[config.mk]
export PLATFORM = sky130hd
export DESIGN_NAME = daio_transmitter_flat
export DESIGN_NICKNAME = d
export VERILOG_FILES = /design/src/rtl/daio_pkg.sv /design/src/rtl/daio_transmitter_if.sv /design/src/rtl/daio_biphase_enc.sv /design/src/rtl/daio_transmitter.sv /design/src/flat_wrapper.sv
export SDC_FILE = /design/constraint.sdc
export NUM_CORES = 1
export LEC_CHECK = 0
export BUFFER_PORTS_ARGS = -buffer_cell sky130_fd_sc_hd__buf_2
export CORE_UTILIZATION = 40
export CTS_CLUSTER_DIAMETER = 30
export DETAILED_ROUTE_END_ITERATION = 16
export HOLD_SLACK_MARGIN = 0.08
export PLACE_DENSITY = 0.65
export RECOVER_POWER = 50
export SLEW_MARGIN = 20
export SYNTH_ARGS = -nofsm -noshare
export SYNTH_HDL_FRONTEND = slang
export SYNTH_SLANG_ARGS = --single-unit
[constraint.sdc]
create_clock -name clock -period 5 [get_ports clock]
set_clock_uncertainty 0.2 [all_clocks]
set_input_delay 0.25 -clock clock [delete_from_list [all_inputs] [get_ports clock]]
set_output_delay 0.25 -clock clock [all_outputs]
set_load 0.02 [all_outputs]
[src/rtl/daio_pkg.sv]
// Shared types and constants for the DAIO biphase-mark transmitter.
// Framing geometry, preamble patterns and the per-slot bit selection live here.
package daio_pkg;

    typedef enum logic [1:0] {
        ST_IDLE,
        ST_ARM,
        ST_SUB_A,
        ST_SUB_B
    } daio_state_e;

    localparam int AUDIO_W            = 20;
    localparam int FRAMES_PER_BLOCK   = 192;
    localparam int HALF_CELLS_PER_SUB = 64;
    localparam int PREAMBLE_HC        = 8;

    localparam int SLOT_AUDIO_LSB = 8;
    localparam int SLOT_AUDIO_MSB = 27;
    localparam int SLOT_PARITY    = 31;

    // Leftmost bit is the first half-cell on the line.
    localparam logic [7:0] PRE_B = 8'b11101000;
    localparam logic [7:0] PRE_M = 8'b11100010;
    localparam logic [7:0] PRE_W = 8'b11100100;

    typedef struct packed {
        logic [AUDIO_W-1:0] a;
        logic [AUDIO_W-1:0] b;
    } pair_t;

    // Data bit carried by a non-preamble slot; aux, V, U and C are always zero.
    function automatic logic slot_bit(input logic [4:0] slot,
                                      input logic [AUDIO_W-1:0] word,
                                      input logic par_en);
        logic [4:0] idx;
        logic       b;
        idx = slot - 5'(SLOT_AUDIO_LSB);
        b   = 1'b0;
        if (slot >= 5'(SLOT_AUDIO_LSB) && slot <= 5'(SLOT_AUDIO_MSB)) begin
            b = word[idx];
        end else if (slot == 5'(SLOT_PARITY)) begin
            b = par_en & (^word);
        end
        return b;
    endfunction

endpackage

[src/rtl/daio_transmitter_if.sv]
// Audio-pair handshake, control/status and line-output bundle of the DAIO transmitter.
// The master side offers pairs and control; the slave side is the transmitter.
interface daio_transmitter_if;
    import daio_pkg::*;

    logic [3:0]         tx_control;
    logic [AUDIO_W-1:0] data_A;
    logic [AUDIO_W-1:0] data_B;
    logic               data_valid;
    logic               data_ready;
    logic               biphase_out;
    logic               preamble_out;
    logic [1:0]         frame_ofs;
    logic [3:0]         tx_status;

    modport master (
        output tx_control, data_A, data_B, data_valid,
        input  data_ready, biphase_out, preamble_out, frame_ofs, tx_status
    );

    modport slave (
        input  tx_control, data_A, data_B, data_valid,
        output data_ready, biphase_out, preamble_out, frame_ofs, tx_status
    );

endinterface

[src/rtl/daio_biphase_enc.sv]
// Biphase-mark line encoder: one registered half-cell per clock, preamble override.
// Latency 1 clock from half-cell index to line output; no backpressure (free-running).
module daio_biphase_enc
    import daio_pkg::*;
(
    input  logic       clock,
    input  logic       reset,
    input  logic       clr,
    input  logic       run,
    input  logic [5:0] hc,
    input  logic [7:0] pre_pat,
    input  logic       sbit,
    output logic       biphase_out,
    output logic       preamble_out
);

    logic       biphase_q, biphase_d;
    logic       pre_q, pre_d;
    logic       pol_q, pol_d;
    logic       pol;
    logic [2:0] pre_idx;

    always_comb begin
        biphase_d = biphase_q;
        pre_d     = 1'b0;
        pol_d     = pol_q;
        // Preamble polarity follows the line level just before half-cell 0.
        pol       = (hc == 6'd0) ? biphase_q : pol_q;
        pre_idx   = 3'd7 - hc[2:0];
        if (clr) begin
            biphase_d = 1'b0;
            pol_d     = 1'b0;
        end else if (run) begin
            if (hc == 6'd0) begin
                pol_d = biphase_q;
            end
            if (hc < 6'(PREAMBLE_HC)) begin
                biphase_d = pre_pat[pre_idx] ^ pol;
                pre_d     = 1'b1;
            end else if (!hc[0]) begin
                biphase_d = ~biphase_q;
            end else begin
                biphase_d = biphase_q ^ sbit;
            end
        end
    end

    always_ff @(posedge clock or posedge reset) begin
        if (reset) begin
            biphase_q <= 1'b0;
            pre_q     <= 1'b0;
            pol_q     <= 1'b0;
        end else begin
            biphase_q <= biphase_d;
            pre_q     <= pre_d;
            pol_q     <= pol_d;
        end
    end

    assign biphase_out  = biphase_q;
    assign preamble_out = pre_q;

endmodule

[src/rtl/daio_transmitter.sv]
// DAIO transmitter: buffers 20-bit A/B pairs and sends 192-frame blocks as biphase-mark.
// Line output lags the half-cell counter by 1 clock; data_ready low while one pair is pending.
module daio_transmitter
    import daio_pkg::*;
(
    input  logic               clock,
    input  logic               reset,
    daio_transmitter_if.slave  bus
);

    daio_state_e state_q, state_d;
    logic [5:0]  hc_q, hc_d;
    logic [7:0]  frame_q, frame_d;
    pair_t       pend_q, pend_d;
    logic        pend_full_q, pend_full_d;
    pair_t       work_q, work_d;
    logic        stop_q, stop_d;
    logic        rdy_q, rdy_d;
    logic [1:0]  ofs_q, ofs_d;
    logic [3:0]  status_q, status_d;

    logic               en, par_en, in_sub, sub_d, last_hc, xfer, accept;
    logic               underrun_d;
    logic [AUDIO_W-1:0] word;
    logic [7:0]         pre_pat;
    logic               sbit;

    always_comb begin
        en      = bus.tx_control[2];
        par_en  = bus.tx_control[3];
        in_sub  = (state_q == ST_SUB_A) || (state_q == ST_SUB_B);
        last_hc = (hc_q == 6'(HALF_CELLS_PER_SUB - 1));
        xfer    = (state_q == ST_SUB_A) && (hc_q == 6'd0);
        accept  = bus.data_valid && rdy_q;

        state_d     = state_q;
        hc_d        = hc_q;
        frame_d     = frame_q;
        pend_d      = pend_q;
        pend_full_d = pend_full_q;
        work_d      = work_q;
        stop_d      = stop_q;
        underrun_d  = status_q[0];

        case (state_q)
            ST_IDLE: begin
                hc_d    = 6'd0;
                frame_d = 8'd0;
                stop_d  = 1'b0;
                if (en) begin
                    state_d    = ST_ARM;
                    underrun_d = 1'b0;
                end
            end
            ST_ARM: begin
                hc_d    = 6'd0;
                frame_d = 8'd0;
                if (!en) begin
                    state_d = ST_IDLE;
                end else if (pend_full_q) begin
                    state_d = ST_SUB_A;
                end
            end
            ST_SUB_A: begin
                hc_d = hc_q + 6'd1;
                if (!en) stop_d = 1'b1;
                if (last_hc) state_d = ST_SUB_B;
            end
            ST_SUB_B: begin
                hc_d = hc_q + 6'd1;
                if (!en) stop_d = 1'b1;
                if (last_hc) begin
                    // A disable anywhere in the frame takes effect only at its end.
                    if (stop_q || !en) begin
                        state_d = ST_IDLE;
                        frame_d = 8'd0;
                        stop_d  = 1'b0;
                    end else begin
                        state_d = ST_SUB_A;
                        frame_d = (frame_q == 8'(FRAMES_PER_BLOCK - 1)) ? 8'd0 : frame_q + 8'd1;
                    end
                end
            end
            default: state_d = ST_IDLE;
        endcase

        // Transfer is applied before acceptance so a same-cycle new pair survives.
        if (xfer) begin
            work_d      = pend_full_q ? pend_q : '0;
            pend_full_d = 1'b0;
            if (!pend_full_q) underrun_d = 1'b1;
        end
        if (accept) begin
            pend_d      = '{a: bus.data_A, b: bus.data_B};
            pend_full_d = 1'b1;
        end

        rdy_d    = !pend_full_d;
        sub_d    = (state_d == ST_SUB_A) || (state_d == ST_SUB_B);
        ofs_d    = frame_d[1:0];
        status_d = {1'b0, sub_d && (frame_d == 8'd0), sub_d, underrun_d};
    end

    always_comb begin
        word    = (state_q == ST_SUB_B) ? work_q.b : work_q.a;
        pre_pat = (state_q == ST_SUB_B) ? PRE_W : ((frame_q == 8'd0) ? PRE_B : PRE_M);
        sbit    = slot_bit(hc_q[5:1], word, par_en);
    end

    always_ff @(posedge clock or posedge reset) begin
        if (reset) begin
            state_q     <= ST_IDLE;
            hc_q        <= 6'd0;
            frame_q     <= 8'd0;
            pend_q      <= '0;
            pend_full_q <= 1'b0;
            work_q      <= '0;
            stop_q      <= 1'b0;
            rdy_q       <= 1'b1;
            ofs_q       <= 2'd0;
            status_q    <= 4'd0;
        end else begin
            state_q     <= state_d;
            hc_q        <= hc_d;
            frame_q     <= frame_d;
            pend_q      <= pend_d;
            pend_full_q <= pend_full_d;
            work_q      <= work_d;
            stop_q      <= stop_d;
            rdy_q       <= rdy_d;
            ofs_q       <= ofs_d;
            status_q    <= status_d;
        end
    end

    daio_biphase_enc u_enc (
        .clock        (clock),
        .reset        (reset),
        .clr          (!in_sub),
        .run          (in_sub),
        .hc           (hc_q),
        .pre_pat      (pre_pat),
        .sbit         (sbit),
        .biphase_out  (bus.biphase_out),
        .preamble_out (bus.preamble_out)
    );

    assign bus.data_ready = rdy_q;
    assign bus.frame_ofs  = ofs_q;
    assign bus.tx_status  = status_q;

endmodule

[src/flat_wrapper.sv]
// flat-port wrapper written by rule: the top's interface ports become plain ports
module daio_transmitter_flat import daio_pkg::*;
  (clock, reset, bus_tx_control, bus_data_A, bus_data_B, bus_data_valid, bus_data_ready, bus_biphase_out, bus_preamble_out, bus_frame_ofs, bus_tx_status);
  daio_transmitter_if bus_i ();
  input  logic clock;
  input  logic reset;
  input wire logic [$bits(bus_i.tx_control)-1:0] bus_tx_control;
  input wire logic [$bits(bus_i.data_A)-1:0] bus_data_A;
  input wire logic [$bits(bus_i.data_B)-1:0] bus_data_B;
  input wire logic [$bits(bus_i.data_valid)-1:0] bus_data_valid;
  output wire logic [$bits(bus_i.data_ready)-1:0] bus_data_ready;
  output wire logic [$bits(bus_i.biphase_out)-1:0] bus_biphase_out;
  output wire logic [$bits(bus_i.preamble_out)-1:0] bus_preamble_out;
  output wire logic [$bits(bus_i.frame_ofs)-1:0] bus_frame_ofs;
  output wire logic [$bits(bus_i.tx_status)-1:0] bus_tx_status;
  assign bus_i.tx_control = bus_tx_control;
  assign bus_i.data_A = bus_data_A;
  assign bus_i.data_B = bus_data_B;
  assign bus_i.data_valid = bus_data_valid;
  assign bus_data_ready = bus_i.data_ready;
  assign bus_biphase_out = bus_i.biphase_out;
  assign bus_preamble_out = bus_i.preamble_out;
  assign bus_frame_ofs = bus_i.frame_ofs;
  assign bus_tx_status = bus_i.tx_status;
  daio_transmitter u_core (.clock(clock), .reset(reset), .bus(bus_i));
endmodule
==> results of run 1 <==
[routing by layer]
metal | track usage | up-vias | routed length (µm)
li1 | - | 1929 | -
met1 | 0.2302 | 1858 | 5086
met2 | 0.3035 | 70 | 5353
met3 | 0.04377 | 14 | 391
met4 | 0.07595 | 0 | 208
met5 | 0 | - | 0
[sequential cells by signal, indices dropped and copies added (netlist names), 2 cells and up]
name / count
u_core.state_q: 2
u_core.frame_q: 8
u_core.work_q: 40
u_core.bus.tx_status: 3
u_core.hc_q: 6
u_core.pend_q: 40
[logic make-up after synthesis]
kind of cell,count (synthesis)
flops,105
mux,51
compound gates,88
other cells,1
buf+inv,48
xor+xnor,41
simple gates,176
fa+ha+maj,7
[power groups by stage]
stage | clock, mW | combinational, mW | sequential (mW)
detailed placement | 0 | 1.73 | 1.55
CTS | 0.837 | 1.76 | 1.54
finish | 0.817 | 1.73 | 1.54
global placement | 0 | 1.69 | 1.54
floorplan | 0 | 1.49 | 1.41
global route | 0.870 | 1.96 | 1.60
[path summary, 6_finish.rpt]
path                                    from                  endpoint  slack [ps]  cells after the start
setup / recovery           u_core.state_q[0]  u_core.u_enc.biphase_out        1690                      7
hold / removal             u_core.pend_q[20]         u_core.pend_q[20]         310                      1
setup reg to reg           u_core.state_q[0]  u_core.u_enc.biphase_out        1690                      7
hold reg to reg            u_core.pend_q[20]         u_core.pend_q[20]         310                      1
max in group asynchronous              reset          u_core.work_q[7]        2240                      4
min in group asynchronous              reset         u_core.pend_q[33]         850                      3
[area by class of cell]
cell class	instances	area share
Timing Repair Buffer	99	0.1093
Clock inverter	7	0.01932
Clock buffer	9	0.03513
Inverter	13	0.007806
Sequential cell	105	0.4100
Tap cell	172	0.03357
Multi-Input combinational cell	364	0.3849
[placed cells by master (no fill, tap or decap), types with 8 or more instances in the layout]
| cell | Yosys | layout |
|---|---|---|
| xnor2_1 | 34 | 34 |
| clkbuf_1 | 21 | 10 |
| buf_2 | 5 | 44 |
| and3_1 | 15 | 15 |
| o21ai_0 | 47 | 47 |
| nand2_1 | 103 | 103 |
| mux2_2 | 41 | 41 |
| dlygate4sd3_1 | 0 | 42 |
| inv_1 | 13 | 12 |
| dfrtp_1 | 104 | 104 |
| nor2_1 | 8 | 8 |
| clkbuf_16 | 0 | 9 |
[stage by stage]
step | setup slack, ps | std cells | area, µm² | util | hold WS (ps)
after global placement | 1830 | 711 | 5660 | 0.4431 | 177.1
after detailed placement | 1762 | 711 | 5660 | 0.4431 | 183.3
after floorplan | 1791 | 517 | 5306 | - | 182.5
after CTS | 1718 | 769 | 6430 | 0.5034 | 260.8
after global routing | 1340 | 769 | 6411 | 0.5019 | 326.8
final | 1694 | 769 | 6411 | 0.5019 | 308.7
==> results.sh, run 1 <==
export IMPL_path_clk_slew_ps=70
export IMPL_die_area_mm2=0.01373
export IMPL_ys_flop_type="dfrtp_1"
export IMPL_ys_top_cells_by_count="dfrtp_1 (104), nand2_1 (103), o21ai_0 (47), mux2_2 (41), xnor2_1 (34)"
export IMPL_swShare=0.3610
export IMPL_yosysTopAreaCellShare=0.4905
export IMPL_ios=56
export IMPL_power_mw=4.088
export IMPL_syn_nets=571
export IMPL_first_iter_violations=181
export IMPL_status="complete, but fails checks"
export IMPL_ctsResizeCount=0
export IMPL_cts_buffers_inserted=9
export IMPL_fin_nets=646
export IMPL_vdd_drop_max_uv=279.2
export IMPL_synth_most_common_cell="dfrtp_1"
export IMPL_synth_compound_area_share=0.1040
export IMPL_maxSlewViolCount=98
export IMPL_start_util=0.4154
export IMPL_fill_cells=1161
export IMPL_synth_distinct_cells=64
export IMPL_grt_overflow=0
export IMPL_worstMarginPinSlew_ps=2282
export IMPL_ys_warn_count=0
export IMPL_start_kind="flop"
export IMPL_crit_top_cell="nor4_1"
export IMPL_power_density_mw_per_mm2=637.7
export IMPL_cts_tree="built"
export IMPL_max_freq_mhz=302.5
export IMPL_worstSetupPathType="reg -> reg"
export IMPL_synth_edf_count=0
export IMPL_htree_levels=3
export IMPL_rsz0062_at_grt="false"
export IMPL_fin_crit_sh=0.6612
export IMPL_insertion_delay_ps=350
export IMPL_power_frac_comb=0.423
export IMPL_max_cap_viol_count=2
export IMPL_setup_tns_ps=0
export IMPL_cpPeakStageDelay_ps=700
export IMPL_synth_xor_xnor_area_share=0.07286
export IMPL_ys_async_sr_fraction=1.000
export IMPL_drc=0
export IMPL_internal_power_mw=2.613
export IMPL_cpMaxStageDelayCell="dfrtp_1"
export IMPL_setup_viol=0
export IMPL_critPathMaxFanout=22
export IMPL_hold_viol=0
export IMPL_gp_congestion=0.8745
export IMPL_ctsHoldBuffers=42
export IMPL_num_rows=41
export IMPL_syn_avg_cell_area_um2=10.26
export IMPL_syn_cell_area_mm2=0.005306
export IMPL_synth_adder_area_share=0.01651
export IMPL_synth_top_family_by_area="simple AND/OR/NAND/NOR gates"
export IMPL_pwr_share_clk=0.200
export IMPL_multiInputGateArea_mm2=0.002467
export IMPL_violations="capacitance limit, slew limit"
export IMPL_postCtsSetupBuffers=0
export IMPL_slew_headroom=-0.5299
export IMPL_synthTopCellsByArea="dfrtp_1 (49%), mux2_2 (8.7%), nand2_1 (7.3%)"
export IMPL_wl_per_cell_um=14.36
export IMPL_ctsLongestPathBuffers=2
export IMPL_dr_pass1_iters=6
export IMPL_vias=3871
export IMPL_crit_arrival_ps=3340
export IMPL_seq_area_mm2=0.002629
export IMPL_root_buffer="clkbuf_16"
export IMPL_routed_wl_um=11040
export IMPL_crit_family="simple AND/OR/NAND/NOR gates"
export IMPL_grt_pass1_wl_um=19040
export IMPL_area_growth_pct=20.82
export IMPL_synth_seq_area_share=0.4954
export IMPL_worstPathCellList="nand2_1, a2111oi_0, o41a_1, nor4_1, nor4_1, o32ai_1, or3_1"
export IMPL_synthMuxAreaShare=0.1108
export IMPL_leakagePower_nw=2.904
export IMPL_grt_max_degree=82
export IMPL_antenna_found_initial=0
export IMPL_p_sw_mw=1.476
export IMPL_postRouteAntennaNets=0
export IMPL_core_area_mm2=0.01277
export IMPL_p_seq_frac=0.377
export IMPL_first_global_vias=3974
export IMPL_track_usage=0.1833
export IMPL_hpwl_um=7435
export IMPL_synth_cells=517
export IMPL_die_height_um=117.2
export IMPL_ys_ff_latch=105
export IMPL_clock_sinks=105
export IMPL_worstHoldPathType="reg -> reg"
export IMPL_period_minus_slack_ps=3306
export IMPL_required_ps=5040
export IMPL_avgViaCountPerCell=5.034
export IMPL_synth_top_area_cell="dfrtp_1"
export IMPL_synth_simple_gate_area_share=0.1596
export IMPL_cp_end_kind="flop"
export IMPL_die_x_um=117.2
export IMPL_port_buffers=52
export IMPL_insertedDiodeCount=0
export IMPL_layout_drive_gt1_share=0.1943
export IMPL_cp_num_buf_inv=0
(Power assumes the default switching activity.)
==> inputs of run 2 (changes only) <==
Settings changed: PLACE_DENSITY 0.65 to 0.67.
Clock period 5 ns to 2.7 ns, I/O delays scaled along.
==> run 2 against run 1 <==
Against the previous run: the run now ends clean; sequential power increased by 77%; clock power increased by 55%; highest routed layer unchanged; design area increased by 2.1%; total power increased by 85%; combinational power increased by 110%; critical path depth increased by 1; largest power group unchanged; sequential share of layout area decreased by 0.82 points.
==> results.sh, run 2 (synthesized netlist as in run 1, its figures left out) <==
export IMPL_cp_num_buf_inv=1
export IMPL_worstMarginPinSlew_ps=1402
export IMPL_ctsLongestPathBuffers=2
export IMPL_start_kind="flop"
export IMPL_rsz0062_at_grt="false"
export IMPL_postRouteAntennaNets=0
export IMPL_area_growth_pct=23.39
export IMPL_grt_max_degree=106
export IMPL_path_clk_slew_ps=70
export IMPL_cpMaxStageDelayCell="dfrtp_2"
export IMPL_setup_tns_ps=0
export IMPL_dpl_cell_area_mm2=0.005819
export IMPL_max_cap_viol_count=0
export IMPL_cp_end_kind="flop"
export IMPL_seq_area_mm2=0.002631
export IMPL_crit_arrival_ps=2640
export IMPL_cts_tree="built"
export IMPL_dr_pass1_iters=4
export IMPL_crit_top_cell="nor4_2"
export IMPL_utilization=0.5126
export IMPL_cts_buffers_inserted=9
export IMPL_htree_levels=3
export IMPL_insertion_delay_ps=360
export IMPL_reg_top3="u_core.pend_q: 40 flops, u_core.work_q: 40 flops, u_core.frame_q: 8 flops"
export IMPL_final_cell_mix="nand2_1 (102), dfrtp_1 (102), buf_2 (48), o21ai_0 (47), dlygate4sd3_1 (42)"
export IMPL_power_density_mw_per_mm2=1156
export IMPL_grt_overflow=0
export IMPL_critPathMaxFanout=10
export IMPL_die_height_um=117.2
export IMPL_die_x_um=117.2
export IMPL_port_buffers=52
export IMPL_period_minus_slack_ps=2605
export IMPL_track_usage=0.1854
export IMPL_maxSlewViolCount=0
export IMPL_num_rows=41
export IMPL_status="complete, no violations"
export IMPL_cpPeakStageDelay_ps=450
export IMPL_layout_drive_gt1_share=0.2365
export IMPL_root_buffer="clkbuf_16"
export IMPL_first_iter_violations=227
export IMPL_fin_crit_sh=0.9649
export IMPL_insertedDiodeCount=0
export IMPL_antenna_found_initial=0
export IMPL_core_area_mm2=0.01277
export IMPL_clock_sinks=105
export IMPL_multiInputGateArea_mm2=0.002504
export IMPL_ios=56
export IMPL_drc=0
export IMPL_vdd_drop_max_uv=610.8
export IMPL_wl_per_cell_um=14.36
export IMPL_holdWs_ps=159.9
export IMPL_die_area_mm2=0.01373
export IMPL_setup_viol=0
export IMPL_crit_family="simple AND/OR/NAND/NOR gates"
export IMPL_leakagePower_nw=2.986
export IMPL_start_util=0.4154
export IMPL_final_area_mm2=0.006548
export IMPL_hpwl_um=7711
export IMPL_required_ps=2730
export IMPL_vias=3960
export IMPL_hold_viol=0
export IMPL_gp_congestion=0.8738
export IMPL_postCtsSetupBuffers=0
export IMPL_first_global_vias=3975
export IMPL_worstHoldPathType="in -> reg"
export IMPL_routed_wl_um=11270
export IMPL_worstSetupPathType="reg -> reg"
export IMPL_max_freq_mhz=383.8
export IMPL_slew_headroom=0.06519
export IMPL_grt_pass1_wl_um=19260
export IMPL_worstPathCellList="buf_12, nand2_1, a211oi_1, o41a_1, nor4_2, nor4_2, o221a_1, or3_1"
export IMPL_fill_cells=1149
export IMPL_fin_nets=662
export IMPL_avgViaCountPerCell=5.045
==> run 2: cell count changes in the layout (fill, tap and decap cells not counted), sizes merged <==
cell and delta:
bufinv -3, clkbuf -3, clkinv -1, buf +21, clkinvlp +1, inv +1
==> run 2: layout make-up <==
class,count,share of cell area
Timing Repair Buffer,115,0.1311
Sequential cell,105,0.4019
Tap cell,172,0.03287
Clock buffer,11,0.03707
Clock inverter,5,0.006688
Multi-Input combinational cell,364,0.3824
Inverter,13,0.008026
==> run 2: worst reg2reg max path, stage by stage, from the launching register on <==
cell and delay (ps):
dfrtp_2 450, buf_12 150, nand2_1 140, a211oi_1 70, o41a_1 430, nor4_2 340, nor4_2 120, o221a_1 230
or3_1 360
==> run 2: layer usage <==
metal / global-route usage / up-vias / wire length, µm
li1: - / 1959 / -
met1: 0.2422 / 1918 / 5120
met2: 0.3016 / 68 / 5555
met3: 0.04222 / 15 / 400
met4: 0.06920 / 0 / 195
met5: 0 / - / 0
==> run 2: what timing repair did <==
| action | 4_1_cts | 5_1_grt |
|---|---|---|
| endpoints found under the setup margin | 0 | 2 |
| gates resized for setup | 0 | 10 |
| hold buffers | 42 | 0 |
| endpoints found under the hold margin | 149 | 0 |
==> run 2: stage by stage <==
stage / power, mW / std cells / setup WS [ps]
floorplan: 5.372 / 517 / 96.28
global placement: 6.191 / 727 / 36.06
detailed placement: 6.269 / 727 / 24.67
CTS: 7.593 / 785 / 7.344
global route: 8.178 / 785 / 10.30
finish: 7.571 / 785 / 94.67
==> run 2: final timing paths <==
path	start	endpoint	slack [ps]	depth (start not counted)
hold reg to reg	u_core.pend_q[23]	u_core.pend_q[23]	310	1
max in group asynchronous	reset	u_core.hc_q[1]	720	4
min in group asynchronous	reset	u_core.pend_q[34]	620	4
hold / removal	bus_data_valid	u_core.pend_full_q	160	4
setup / recovery	u_core.hc_q[1]	u_core.u_enc.biphase_out	90	8
setup reg to reg	u_core.hc_q[1]	u_core.u_enc.biphase_out	90	8
==> run 2: report_power, final <==
group | switching, mW | internal (mW)
combinational | 1.69 | 1.88
clock | 0.602 | 0.664
sequential | 0.501 | 2.23
==> inputs of run 3 (changes only) <==
--- a/config.mk
+++ b/config.mk
@@ -17,2 +17,3 @@
 export SYNTH_HDL_FRONTEND = slang
+export SYNTH_HIERARCHICAL = 1
 export SYNTH_SLANG_ARGS = --single-unit
--- a/constraint.sdc
+++ b/constraint.sdc
@@ -4,2 +4,2 @@
 set_output_delay 0.135 -clock clock [all_outputs]
-set_load 0.02 [all_outputs]
+set_load 0.1 [all_outputs]
==> run 3 against run 2 <==
Against the previous run: the run now ends with setup timing left; largest cell class unchanged; critical endpoint is now u_core/u_enc/biphase_out; sequential share of layout area down 0.92 points; non-clock buffer count up 11; synthesized area down 0.28%; first-iteration DRC count down 3.5%; largest power group is now registers; count of clock-buffer cells in the layout up 1.
==> results.sh, run 3 <==
export IMPL_status="complete, but fails checks"
export IMPL_violations="setup timing"
export IMPL_p_seq_frac=0.522
export IMPL_leakagePower_nw=3.046
export IMPL_grt_pass1_wl_um=19340
export IMPL_postRouteAntennaNets=0
export IMPL_setup_tns_ps=-5.265
export IMPL_power_frac_comb=0.043
export IMPL_yosysTopAreaCellShare=0.4871
export IMPL_crit_arrival_ps=2730
export IMPL_fin_crit_sh=1.002
export IMPL_area_growth_pct=25.33
export IMPL_start_kind="flop"
export IMPL_synth_top_area_cell="dfrtp_1"
export IMPL_synthTopCellsByArea="dfrtp_1 (49%), mux2_2 (8.5%), nand2_1 (8.2%)"
export IMPL_hpwl_um=7894
export IMPL_die_height_um=117.0
export IMPL_vias=4080
export IMPL_synth_distinct_cells=58
export IMPL_wl_per_cell_um=13.89
export IMPL_htree_levels=3
export IMPL_path_clk_slew_ps=70
export IMPL_worstMarginPinSlew_ps=1378
export IMPL_first_iter_violations=219
export IMPL_final_common_cell="nand2_1"
export IMPL_rsz0062_at_grt="true"
export IMPL_ys_top_cells_by_count="nand2_1 (116), dfrtp_1 (103), o21ai_0 (51), mux2_2 (40), xnor2_1 (34)"
export IMPL_dpl_worst_slack_ps=-32.86
export IMPL_drc=0
export IMPL_dpl_cell_area_mm2=0.005846
export IMPL_grt_overflow=0
export IMPL_gp_congestion=0.9689
export IMPL_final_cell_mix="nand2_1 (116), dfrtp_1 (103), buf_2 (51), o21ai_0 (50), dlygate4sd3_1 (43)"
export IMPL_ys_async_sr_fraction=1.000
export IMPL_ctsLongestPathBuffers=2
export IMPL_first_global_vias=4006
export IMPL_max_cap_viol_count=0
export IMPL_critPathMaxFanout=3
export IMPL_die_area_mm2=0.01369
export IMPL_layout_drive_gt1_share=0.2437
export IMPL_dr_pass1_iters=4
export IMPL_core_area_mm2=0.01277
export IMPL_clock_sinks=104
export IMPL_ys_flop_type="dfrtp_1"
export IMPL_synth_cells=523
export IMPL_synth_seq_area_share=0.4921
export IMPL_synth_most_common_cell="nand2_1"
export IMPL_required_ps=2730
export IMPL_vdd_drop_max_uv=313.0
export IMPL_ys_warn_count=6
export IMPL_insertion_delay_ps=350
export IMPL_setup_viol=1
export IMPL_syn_cell_area_mm2=0.005291
export IMPL_cts_buffers_inserted=9
export IMPL_die_x_um=117.0
export IMPL_p_sw_mw=0.6202
export IMPL_num_rows=41
export IMPL_reg_top3="u_core/pend_q: 40 flops, u_core/work_q: 40 flops, u_core/frame_q: 7 flops"
export IMPL_antenna_found_initial=0
export IMPL_max_freq_mhz=369.7
export IMPL_ios=56
export IMPL_power_density_mw_per_mm2=451.8
export IMPL_setup_slack_ps=-5.265
export IMPL_worstSetupPathType="reg -> reg"
export IMPL_final_area_mm2=0.006631
export IMPL_swShare=0.2070
export IMPL_start_util=0.4142
export IMPL_pwr_share_clk=0.435
export IMPL_period_minus_slack_ps=2705
export IMPL_worstHoldPathType="in -> reg"
export IMPL_routed_wl_um=11220
export IMPL_hold_viol=0
export IMPL_synth_edf_count=0
export IMPL_slew_headroom=0.08161
export IMPL_fin_nets=685
export IMPL_internal_power_mw=2.376
export IMPL_maxSlewViolCount=0
export IMPL_cp_end_kind="flop"
export IMPL_reg2reg_setup_slack_ps=-5
export IMPL_avgViaCountPerCell=5.050
export IMPL_holdWs_ps=224.8
export IMPL_syn_avg_cell_area_um2=10.12
export IMPL_grt_max_degree=102
export IMPL_ys_ff_latch=104
export IMPL_insertedDiodeCount=0
export IMPL_cts_tree="built"
export IMPL_port_buffers=52
export IMPL_root_buffer="clkbuf_16"
export IMPL_track_usage=0.1844
## run 3: final cells by class
class / count / area, µm²
clock buffer: 12 / 246.5
clock inverter: 4 / 55.05
fill: 1152 / 6142
inverter: 16 / 66.31
multi-input combinational: 374 / 2522
sequential: 104 / 2604
tap: 172 / 215.2
timing repair buffer: 126 / 922.1
## run 3: what timing repair did
item,in CTS,in global routing
resized for setup,2,5
setup endpoints to repair,1,1
hold endpoints to repair,147,0
hold buffers,43,0
pin swaps,1,8
setup buffers,1,3
## run 3: logic make-up after synthesis
| family | synth area share |
|---|---|
| adders and majority gates | 0.01655 |
| muxes | 0.1289 |
| and+or+nand+nor | 0.1504 |
| DFF | 0.4921 |
| AOI/OAI and AO/OA | 0.09884 |
| buffers and inverters | 0.04209 |
| other | 0.001419 |
| xor gates and xnor gates | 0.06976 |
## run 3: worst max-delay path, cell delays in order, from the launching register on
cell	delay (ps)
dfrtp_1	430
buf_4	150
mux4_2	440
or2_0	230
a41oi_2	170
o21ai_1	90
a32o_2	260
or2b_1	260
o21a_1	180
o21ai_1	120
a31oi_1	50
## run 3: worst paths after layout
path / startpoint / end / cells past startpoint
worst min register to register: u_core/pend_q[30] / u_core/pend_q[30] / 1
worst min-delay path: bus_data_valid / u_core/pend_full_q / 4
worst max register to register: u_core/work_q[33] / u_core/u_enc/biphase_out / 10
max in group asynchronous: reset / u_core/frame_q[4] / 4
min in group asynchronous: reset / u_core/u_enc/biphase_out / 4
worst max-delay path: u_core/work_q[33] / u_core/u_enc/biphase_out / 10
## run 3: layer usage
layer	up-vias	part of all wire	global-route usage
li1	1998	-	-
met1	1983	0.46	0.2444
met2	83	0.49	0.3002
met3	16	0.041	0.04428
met4	0	0.014	0.05738
met5	-	0	0
## run 3: power groups by stage
| stage | sequential, mW | clock (mW) | combinational [mW] |
|---|---|---|---|
| detailed placement | 1.59 | 0 | 0.0875 |
| global route | 1.56 | 1.40 | 0.145 |
| finish | 1.56 | 1.30 | 0.129 |
| CTS | 1.56 | 1.34 | 0.134 |
| floorplan | 1.60 | 0 | 0.0368 |
| global placement | 1.59 | 0 | 0.0855 |
## run 3: metrics by stage
stage | utilization | power [mW] | instances
after CTS | 0.5161 | 3.036 | 805
after detailed placement | 0.4576 | 1.680 | 745
final | 0.5192 | 2.996 | 808
after global routing | 0.5192 | 3.111 | 808
after global placement | 0.4576 | 1.677 | 745
after floorplan | - | 1.634 | 527
